### src/rtl/riscv_ctrl_pkg.sv
// riscv_ctrl_pkg: state, opcode, ALU and select encodings for the multi-cycle controller
package riscv_ctrl_pkg;
  typedef enum logic [3:0] {
    S_FETCH    = 4'd0,
    S_DECODE   = 4'd1,
    S_MEMADR   = 4'd2,
    S_MEMREAD  = 4'd3,
    S_MEMWB    = 4'd4,
    S_MEMWRITE = 4'd5,
    S_EXEC_R   = 4'd6,
    S_EXEC_I   = 4'd7,
    S_ALUWB    = 4'd8,
    S_JAL      = 4'd9,
    S_BEQ      = 4'd10,
    S_TRAP     = 4'd11
  } state_t;
  localparam logic [6:0] OP_LW  = 7'b0000011;
  localparam logic [6:0] OP_SW  = 7'b0100011;
  localparam logic [6:0] OP_R   = 7'b0110011;
  localparam logic [6:0] OP_I   = 7'b0010011;
  localparam logic [6:0] OP_JAL = 7'b1101111;
  localparam logic [6:0] OP_BEQ = 7'b1100011;
  localparam logic [2:0] ALU_ADD = 3'b000;
  localparam logic [2:0] ALU_SUB = 3'b001;
  localparam logic [2:0] ALU_AND = 3'b010;
  localparam logic [2:0] ALU_OR  = 3'b011;
  localparam logic [2:0] ALU_SLT = 3'b101;
  localparam logic [1:0] SRCA_PC    = 2'b00;
  localparam logic [1:0] SRCA_OLDPC = 2'b01;
  localparam logic [1:0] SRCA_RS1   = 2'b10;
  localparam logic [1:0] SRCB_RS2   = 2'b00;
  localparam logic [1:0] SRCB_IMM   = 2'b01;
  localparam logic [1:0] SRCB_4     = 2'b10;
  localparam logic [1:0] RES_ALUOUT = 2'b00;
  localparam logic [1:0] RES_MEM    = 2'b01;
  localparam logic [1:0] RES_ALU    = 2'b10;
  localparam logic [1:0] IMM_I = 2'b00;
  localparam logic [1:0] IMM_S = 2'b01;
  localparam logic [1:0] IMM_B = 2'b10;
  localparam logic [1:0] IMM_J = 2'b11;
endpackage

### src/rtl/mc_alu_dec.sv
// mc_alu_dec: funct3/funct7/opcode to ALU control decode for EXEC_R and EXEC_I
module mc_alu_dec
  import riscv_ctrl_pkg::*;
(
  input  logic [6:0] op,
  input  logic [2:0] f3,
  input  logic       f7,
  output logic [2:0] alu
);
  always_comb
    alu = f3 == 3'b000 ? ((op == OP_R && f7) ? ALU_SUB : ALU_ADD) :
          f3 == 3'b010 ? ALU_SLT :
          f3 == 3'b110 ? ALU_OR  :
          f3 == 3'b111 ? ALU_AND : ALU_ADD;
endmodule

### src/rtl/riscv_multicycle_ctrl.sv
// riscv_multicycle_ctrl: Moore sequencer for a multi-cycle RV32I-subset core.
// Define PERF_CNT_EN to add the cycle_cnt/instret_cnt performance counters.
module riscv_multicycle_ctrl
  import riscv_ctrl_pkg::*;
#(
  parameter int ALU_CW   = 3,
  parameter int RESULT_W = 2
) (
  input  logic                clk,
  input  logic                reset,
  input  logic [6:0]          OP,
  input  logic [2:0]          F3,
  input  logic                F7,
  input  logic                Zero,
  input  logic                mem_ready,
  output logic                mem_req,
  output logic                Adr_src,
  output logic                Mem_W,
  output logic                IR_W,
  output logic                PC_W,
  output logic                Reg_W,
  output logic [RESULT_W-1:0] ALU_srcA,
  output logic [RESULT_W-1:0] ALU_srcB,
  output logic [RESULT_W-1:0] Result_src,
  output logic [ALU_CW-1:0]   Alu_control,
  output logic [1:0]          imm_src,
  output logic                illegal
`ifdef PERF_CNT_EN
  ,
  output logic [31:0]         cycle_cnt,
  output logic [31:0]         instret_cnt
`endif
);
  state_t state, nxt, s;
  logic sticky;
  logic [2:0] dec_alu;
  mc_alu_dec u_dec (.op(OP), .f3(F3), .f7(F7), .alu(dec_alu));
  always_comb begin
    nxt = state;
    case (state)
      S_FETCH:    nxt = mem_ready ? S_DECODE : S_FETCH;
      S_DECODE:   nxt = (OP == OP_LW || OP == OP_SW) ? S_MEMADR :
                        OP == OP_R   ? S_EXEC_R :
                        OP == OP_I   ? S_EXEC_I :
                        OP == OP_JAL ? S_JAL    :
                        OP == OP_BEQ ? S_BEQ    : S_TRAP;
      S_MEMADR:   nxt = OP == OP_SW ? S_MEMWRITE : S_MEMREAD;
      S_MEMREAD:  nxt = mem_ready ? S_MEMWB : S_MEMREAD;
      S_MEMWRITE: nxt = mem_ready ? S_FETCH : S_MEMWRITE;
      S_EXEC_R, S_EXEC_I, S_JAL: nxt = S_ALUWB;
      S_MEMWB, S_ALUWB, S_BEQ:   nxt = S_FETCH;
      S_TRAP:     nxt = S_TRAP;
      default:    nxt = S_FETCH;
    endcase
  end
  always_ff @(posedge clk)
    if (!reset) begin
      state  <= S_FETCH;
      sticky <= 1'b0;
    end else begin
      state  <= nxt;
      sticky <= sticky | (nxt == S_TRAP);
    end
  // while in reset the selects show FETCH values and the enables are held low
  assign s = reset ? state : S_FETCH;
  always_comb begin
    mem_req     = reset && (s == S_FETCH || s == S_MEMREAD || s == S_MEMWRITE);
    Adr_src     = s == S_MEMREAD || s == S_MEMWRITE;
    Mem_W       = reset && s == S_MEMWRITE;
    IR_W        = reset && s == S_FETCH && mem_ready;
    PC_W        = reset && ((s == S_FETCH && mem_ready) || s == S_JAL || (s == S_BEQ && Zero));
    Reg_W       = reset && (s == S_MEMWB || s == S_ALUWB);
    ALU_srcA    = (s == S_DECODE || s == S_JAL) ? SRCA_OLDPC :
                  (s inside {S_MEMADR, S_EXEC_R, S_EXEC_I, S_BEQ}) ? SRCA_RS1 : SRCA_PC;
    ALU_srcB    = (s == S_FETCH || s == S_JAL) ? SRCB_4 :
                  (s inside {S_DECODE, S_MEMADR, S_EXEC_I}) ? SRCB_IMM : SRCB_RS2;
    Result_src  = s == S_FETCH ? RES_ALU : s == S_MEMWB ? RES_MEM : RES_ALUOUT;
    Alu_control = (s == S_EXEC_R || s == S_EXEC_I) ? dec_alu : s == S_BEQ ? ALU_SUB : ALU_ADD;
    imm_src     = OP == OP_SW ? IMM_S : OP == OP_BEQ ? IMM_B : OP == OP_JAL ? IMM_J : IMM_I;
    illegal     = reset && sticky;
  end
`ifdef PERF_CNT_EN
  always_ff @(posedge clk)
    if (!reset) begin
      cycle_cnt   <= '0;
      instret_cnt <= '0;
    end else begin
      if (state != S_TRAP) cycle_cnt <= cycle_cnt + 32'd1;
      if (nxt == S_FETCH && (state inside {S_MEMWB, S_MEMWRITE, S_ALUWB, S_BEQ}))
        instret_cnt <= instret_cnt + 32'd1;
    end
`endif
endmodule

### config.mk
export PLATFORM = sky130hd
export DESIGN_NAME = riscv_multicycle_ctrl
export DESIGN_NICKNAME = d
export VERILOG_FILES = /design/src/rtl/riscv_ctrl_pkg.sv /design/src/rtl/mc_alu_dec.sv /design/src/rtl/riscv_multicycle_ctrl.sv
export SDC_FILE = /design/constraint.sdc
export NUM_CORES = 1
export LEC_CHECK = 0
export ABC_AREA = 1
export BUFFER_PORTS_ARGS = -buffer_cell sky130_fd_sc_hd__buf_2
export CORE_AREA = 2 2 40 49
export DETAILED_ROUTE_END_ITERATION = 7
export DIE_AREA = 0 0 42 51
export PLACE_DENSITY = 0.69
export SYNTH_ARGS = -nofsm -noshare
export SYNTH_HDL_FRONTEND = slang
export SYNTH_SLANG_ARGS = --single-unit
export TNS_END_PERCENT = 30
### constraint.sdc
create_clock -name clk -period 2.15 [get_ports clk]
set_clock_uncertainty 0.2 [all_clocks]
set_input_delay 0.215 -clock clk [delete_from_list [all_inputs] [get_ports clk]]
set_output_delay 0.215 -clock clk [all_outputs]
set_load 0.01 [all_outputs]
### Word-level counts from Yosys, hierarchy flattened

Cells that the tools add are included.

* register bits after elaboration: 5
* bits of input ports: 15
* word-level logic and storage cells: 84
* output and inout port bits: 18

* mux-type cells: 27
* reduce and logical (&&, ||, !) cells: 26
* bitwise logic cells: 1
* equal/unequal tests: 28

Operators by type and width (count)
* equality test 4 x 3 -> 1 bit, second input constant: 7
* one-hot mux 4 bit (7 select lines): 1
* equality test 4 bit, second input constant: 6
* 2-to-1 mux 3 bit: 7
* 2-to-1 mux 2 bit: 9
* equality test 4 x 2 -> 1 bit, second input constant: 4
* 2-to-1 mux 4 bit: 4
* equality test 7 x 6 -> 1 bit, second input constant: 2
* equality test 7 bit, second input constant: 2
* logical AND 1 bit: 10
* logical OR 1 bit: 10
* equality test 4 x 1 -> 1 bit, second input constant: 2
* zero test 4 bit: 2
* equality test 7 x 2 -> 1 bit, second input constant: 1
* equality test 7 x 5 -> 1 bit, second input constant: 1
* equality test 3 bit, second input constant: 2
* 2-to-1 mux 1 bit: 6
* nonzero test 4 bit: 1
* equality test 3 x 2 -> 1 bit, second input constant: 1
* zero test 3 bit: 1
* nonzero test 3 bit: 1
* OR reduction 3 bit: 1
* OR 1 bit: 1

### Depth between registers and ports, before layout

* depth in word-level cells: 9
* depth in mapped cells: 9
* mapped depth without buffers: 9

### Hierarchy

A second synthesis with hierarchy kept.

* cells, all modules: 131
* area, all modules: 651.9 um^2

Modules (own cells, without submodules)
* riscv_multicycle_ctrl: area each 586.8 um^2, cells an instance 114, times used 1, sequential area each 100.1 um^2
* mc_alu_dec: area each 65.1 um^2, cells an instance 17, times used 1, sequential area each 0.0 um^2

### Worst setup path after synthesis

OpenSTA, ideal clock, no wires.

* path type: reg2out
* start: register state[2]
* end: output ALU_srcB[0]
* cell stages (with the launch flop): 7
* path slack: 675 ps
* arrival: 1060 ps
* required time: 1735 ps
* buffers on the path: 0
* cell sequence: dfxtp_1 inv_2 nor2_4 inv_2 nor2_1 inv_1 o31ai_1

* longest elaborated chain between the ends: 5

RTL lines
* start, declared: line riscv_multicycle_ctrl.sv:34 `state_t state, nxt, s;`
* start signal, assigned: line riscv_multicycle_ctrl.sv:61 `state <= nxt;`
* 2-to-1 mux 4 bit *: line riscv_multicycle_ctrl.sv:65 `assign s = reset ? state : S_FETCH;`
* equality test 4 x 1 -> 1 bit, or another cell as far along: line riscv_multicycle_ctrl.sv:76 `(s inside {S_DECODE, S_MEMADR, S_EXEC_I}) ? SRCB_IMM : SRCB_RS2;`
* nonzero test 3 bit: line riscv_multicycle_ctrl.sv:76
* 2-to-1 mux 1 bit: line riscv_multicycle_ctrl.sv:76
* 2-to-1 mux 2 bit *: line riscv_multicycle_ctrl.sv:75 `ALU_srcB = (s == S_FETCH || s == S_JAL) ? SRCB_4 :`
* end, declared: line riscv_multicycle_ctrl.sv:23 `output logic [RESULT_W-1:0] ALU_srcB,`

Every way passes the cells marked *; elsewhere a longest branch is shown, timed or not.

### Worst setup path in the final report

* start: register state[1]
* end: output ALU_srcB[0]

The elaborated chain is that of the path after synthesis.

==> results by group <==
Floorplan
  – Site row count: 17
  – Die height: 51 um
  – Chip Width: 42 um
  – DIE AREA: approximately 2100 sq um
  – Ports: 33
  – Initial Utilization: 0.373
  – Core ar.: roughly 1700 sq um

Yosys
  – Synth area leaders: nand2_1, dfxtp_1, nor2_1
  – Syn_area_per_cell: roughly 5.3 sq um
  – Number of synthesized flops with an enable pin: 0
  – Post-Synthesis Cells: 121
  – Synth unique cells: 24
  – Yosys top cell by area: nand2_1
  – Commonest cells in the synthesized netlist: nand2_1, nor2_1, inv_1, inv_2, nand2_2
  – Ys async rst share: 0
  – Syn Nets: between 100 and 150
  – Sequential share of the synthesized area: 0.156
  – Register bit count reported by yosys: 5
  – Most frequent cell after synthesis: nand2_1
  – Post-synth top area share: 0.170
  – Ys flop type: dfxtp_1
  – Total of warnings raised by yosys: 0
  – Netlist Area Pre-Place: 642 sq um

Run
  – Number of max-cap violations: 0

Timing
  – Setup TNS: 0 ns
  – Final Hold Vio Count: 0
  – Period utilization: 0.859
  – RSZ-0062 raised after global routing: no
  – Final slew viol count: 0
  – Final Critical Period: between 1.5 and 2 ns
  – Setup-failing EPs final: 0
  – Relative slew margins: 0.771
  – Worst Tran Pin Value: 0.342 ns
  – Fmax: 541 MHz

Power and ir drop
  – PD cells: 659 nW/um^2
  – Internal cell power: 296 uW
  – Comb pwr share: 0.551
  – Sw Pwr: between 200 and 300 uW
  – Maximum vdd ir drop: between 0.4 and 0.5 mV
  – Leak: between 0.4 and 0.5 nW
  – Switching part of the total power: 0.468
  – Clock power frac: 0.193
  – Sequential Power Share: 0.256

Critical path
  – CP Class: reg -> out
  – Crit path max-delay cell type: dfxtp_1
  – Worst reg2reg startpoint: state[1]$_SDFF_PN0_
  – Max stage delay on crit path: 0.47 ns
  – Worst path buffer plus inverter count: 2
  – Crit path cell chain: inv_2 > nand2_2 > nor2_4 > o21ai_0 > o31ai_1 > buf_2
  – Worst EP required: roughly 1.7 ns
  – CP Launch Point: state[1]$_SDFF_PN0_
  – Crit Path Max Fanout: 7
  – WP data arrival: 1.43 ns
  – Top delay family on crit path: flip-flops
  – Startpoint class of the critical path: register
  – CP endpoint kind: primary output

Routing
  – Vias: 830
  – DRT Pass-1 Iters: 4
  – ANT nets after route: 0
  – Drt wl/cell: between 9 and 10 um
  – Avg Vias per Cell: 4.74
  – DRC viols: 0
  – Total Wirelength: between 1.5 and 2 mm
  – DRC marker count from the first detailed-route iteration: 9

Clock network
  – H-tree levels: 1
  – Clock sinks: 5
  – CTS buffer count: 3
  – Post-CTS sizing: 0
  – Post-CTS Hold Fix Bufs: 0
  – CTS clk-pin slew, worst paths: ~0.040 ns
  – Clock buffer depth: 2
  – Clock Latency Late Sink: 0.24 ns
  – Post CTS Setup Buffer Count: 0
  – Root Driver: clkbuf_4
  – CTS tree: done

Final layout
  – FILL cells: around 190
  – Design area: around 840 sq um
  – Share of layout cells above drive strength 1: 0.346
  – Antenna fix cells: 0
  – Area of the multi-input gates: 433 sq um
  – Area Overhead vs Synth: 31.6%
  – Final #Nets: between 150 and 200
  – Register area: between 100 and 150 sq um

GRT
  – First-pass GRT wire length: slightly below 3 mm
  – Vias in the first global route: 799
  – Initial antenna violation count: 0
  – Global Route Usage Sum: 0.174
  – Grt total ovfl: 0
  – Largest net degree at the start of global routing: 12

Run status
  – Status: finished, final reports clean

Min path
  – Hold Path Class: in -> reg
  – Worst hold start: reset

Placement
  – Port buffer count: 32
  – HPWL after DPL: ~1.5 mm
  – Placed inst area: between 800 and 900 sq um
  – Routability cong.: about 0.95
flip-flops by register name, summed over array words and instances, names as in the netlist:
signal and cells:
state 4, sticky 1
cells by family (layout without fill, tap and decap cells):
family	count (synthesis)	count (layout)	share of synthesized area
compound gates	15	15	0.146
simple gates	73	73	0.528
flops	5	5	0.156
buf+inv	28	63	0.170
placed cells by master (no fill, tap or decap), drive strengths merged, types with 2 or more instances in the layout:
| master | netlist | layout |
|---|---|---|
| buf | 1 | 32 |
| nand3 | 6 | 6 |
| nand4 | 3 | 3 |
| nor2 | 26 | 26 |
| nor3 | 2 | 2 |
| o211ai | 2 | 2 |
| clkbuf | 0 | 4 |
| inv | 26 | 26 |
| nand2 | 35 | 35 |
| a21oi | 4 | 4 |
| dfxtp | 5 | 5 |
| o21ai | 5 | 5 |
per-stage QoR:
| stage | worst slack (ns) | util | hold WS [ns] | power (mW) | std cells |
|---|---|---|---|---|---|
| 6_report | 0.303 | 0.490 | 0.119 | 0.556 | 175 |
| 5_1_grt | 0.114 | 0.490 | 0.122 | 0.616 | 175 |
| 4_1_cts | 0.298 | 0.490 | 0.109 | 0.564 | 175 |
| 3_5_place_dp | 0.566 | 0.475 | 0.323 | 0.451 | 171 |
| 3_3_place_gp | 0.571 | 0.475 | 0.305 | 0.447 | 171 |
| 2_1_floorplan | 0.675 | - | 0.218 | 0.360 | 121 |
cell type report:
cell class | count | share of cell area
clock buffer | 4 | 0.0311
tap | 19 | 0.0281
sequential | 5 | 0.119
timing repair buffer | 32 | 0.190
multi-input combinational | 88 | 0.513
inverter | 27 | 0.120
final timing paths:
check                              to  slack [ns]  cells after the start
hold / removal    state[1]$_SDFF_PN0_        0.12                      3
hold reg to reg     sticky$_SDFF_PN0_        0.33                      3
setup reg to reg    sticky$_SDFF_PN0_        0.73                      9
setup / recovery          ALU_srcB[0]        0.30                      6
worst min-delay path, cell delays in order:
cell	delay, ns
buf_2	0.17
nand2_1	0.09
inv_1	0.04
power groups by stage:
| stage | Combinational [mW] | Sequential [mW] | Clock, mW |
|---|---|---|---|
| after floorplan | 0.225 | 0.136 | 0 |
| after CTS | 0.309 | 0.141 | 0.113 |
| after global placement | 0.304 | 0.143 | 0 |
| after detailed placement | 0.308 | 0.143 | 0 |
| after global routing | 0.350 | 0.145 | 0.121 |
| final | 0.307 | 0.142 | 0.107 |
layer usage:
layer	GRT usage	share of wire	vias to the layer above
met4	0.102	0.0084	0
met1	0.159	0.41	356
met2	0.344	0.52	25
met5	0	0	-
met3	0.0353	0.055	2
li1	-	-	447
Note: power is estimated with default switching activity, not from simulation.
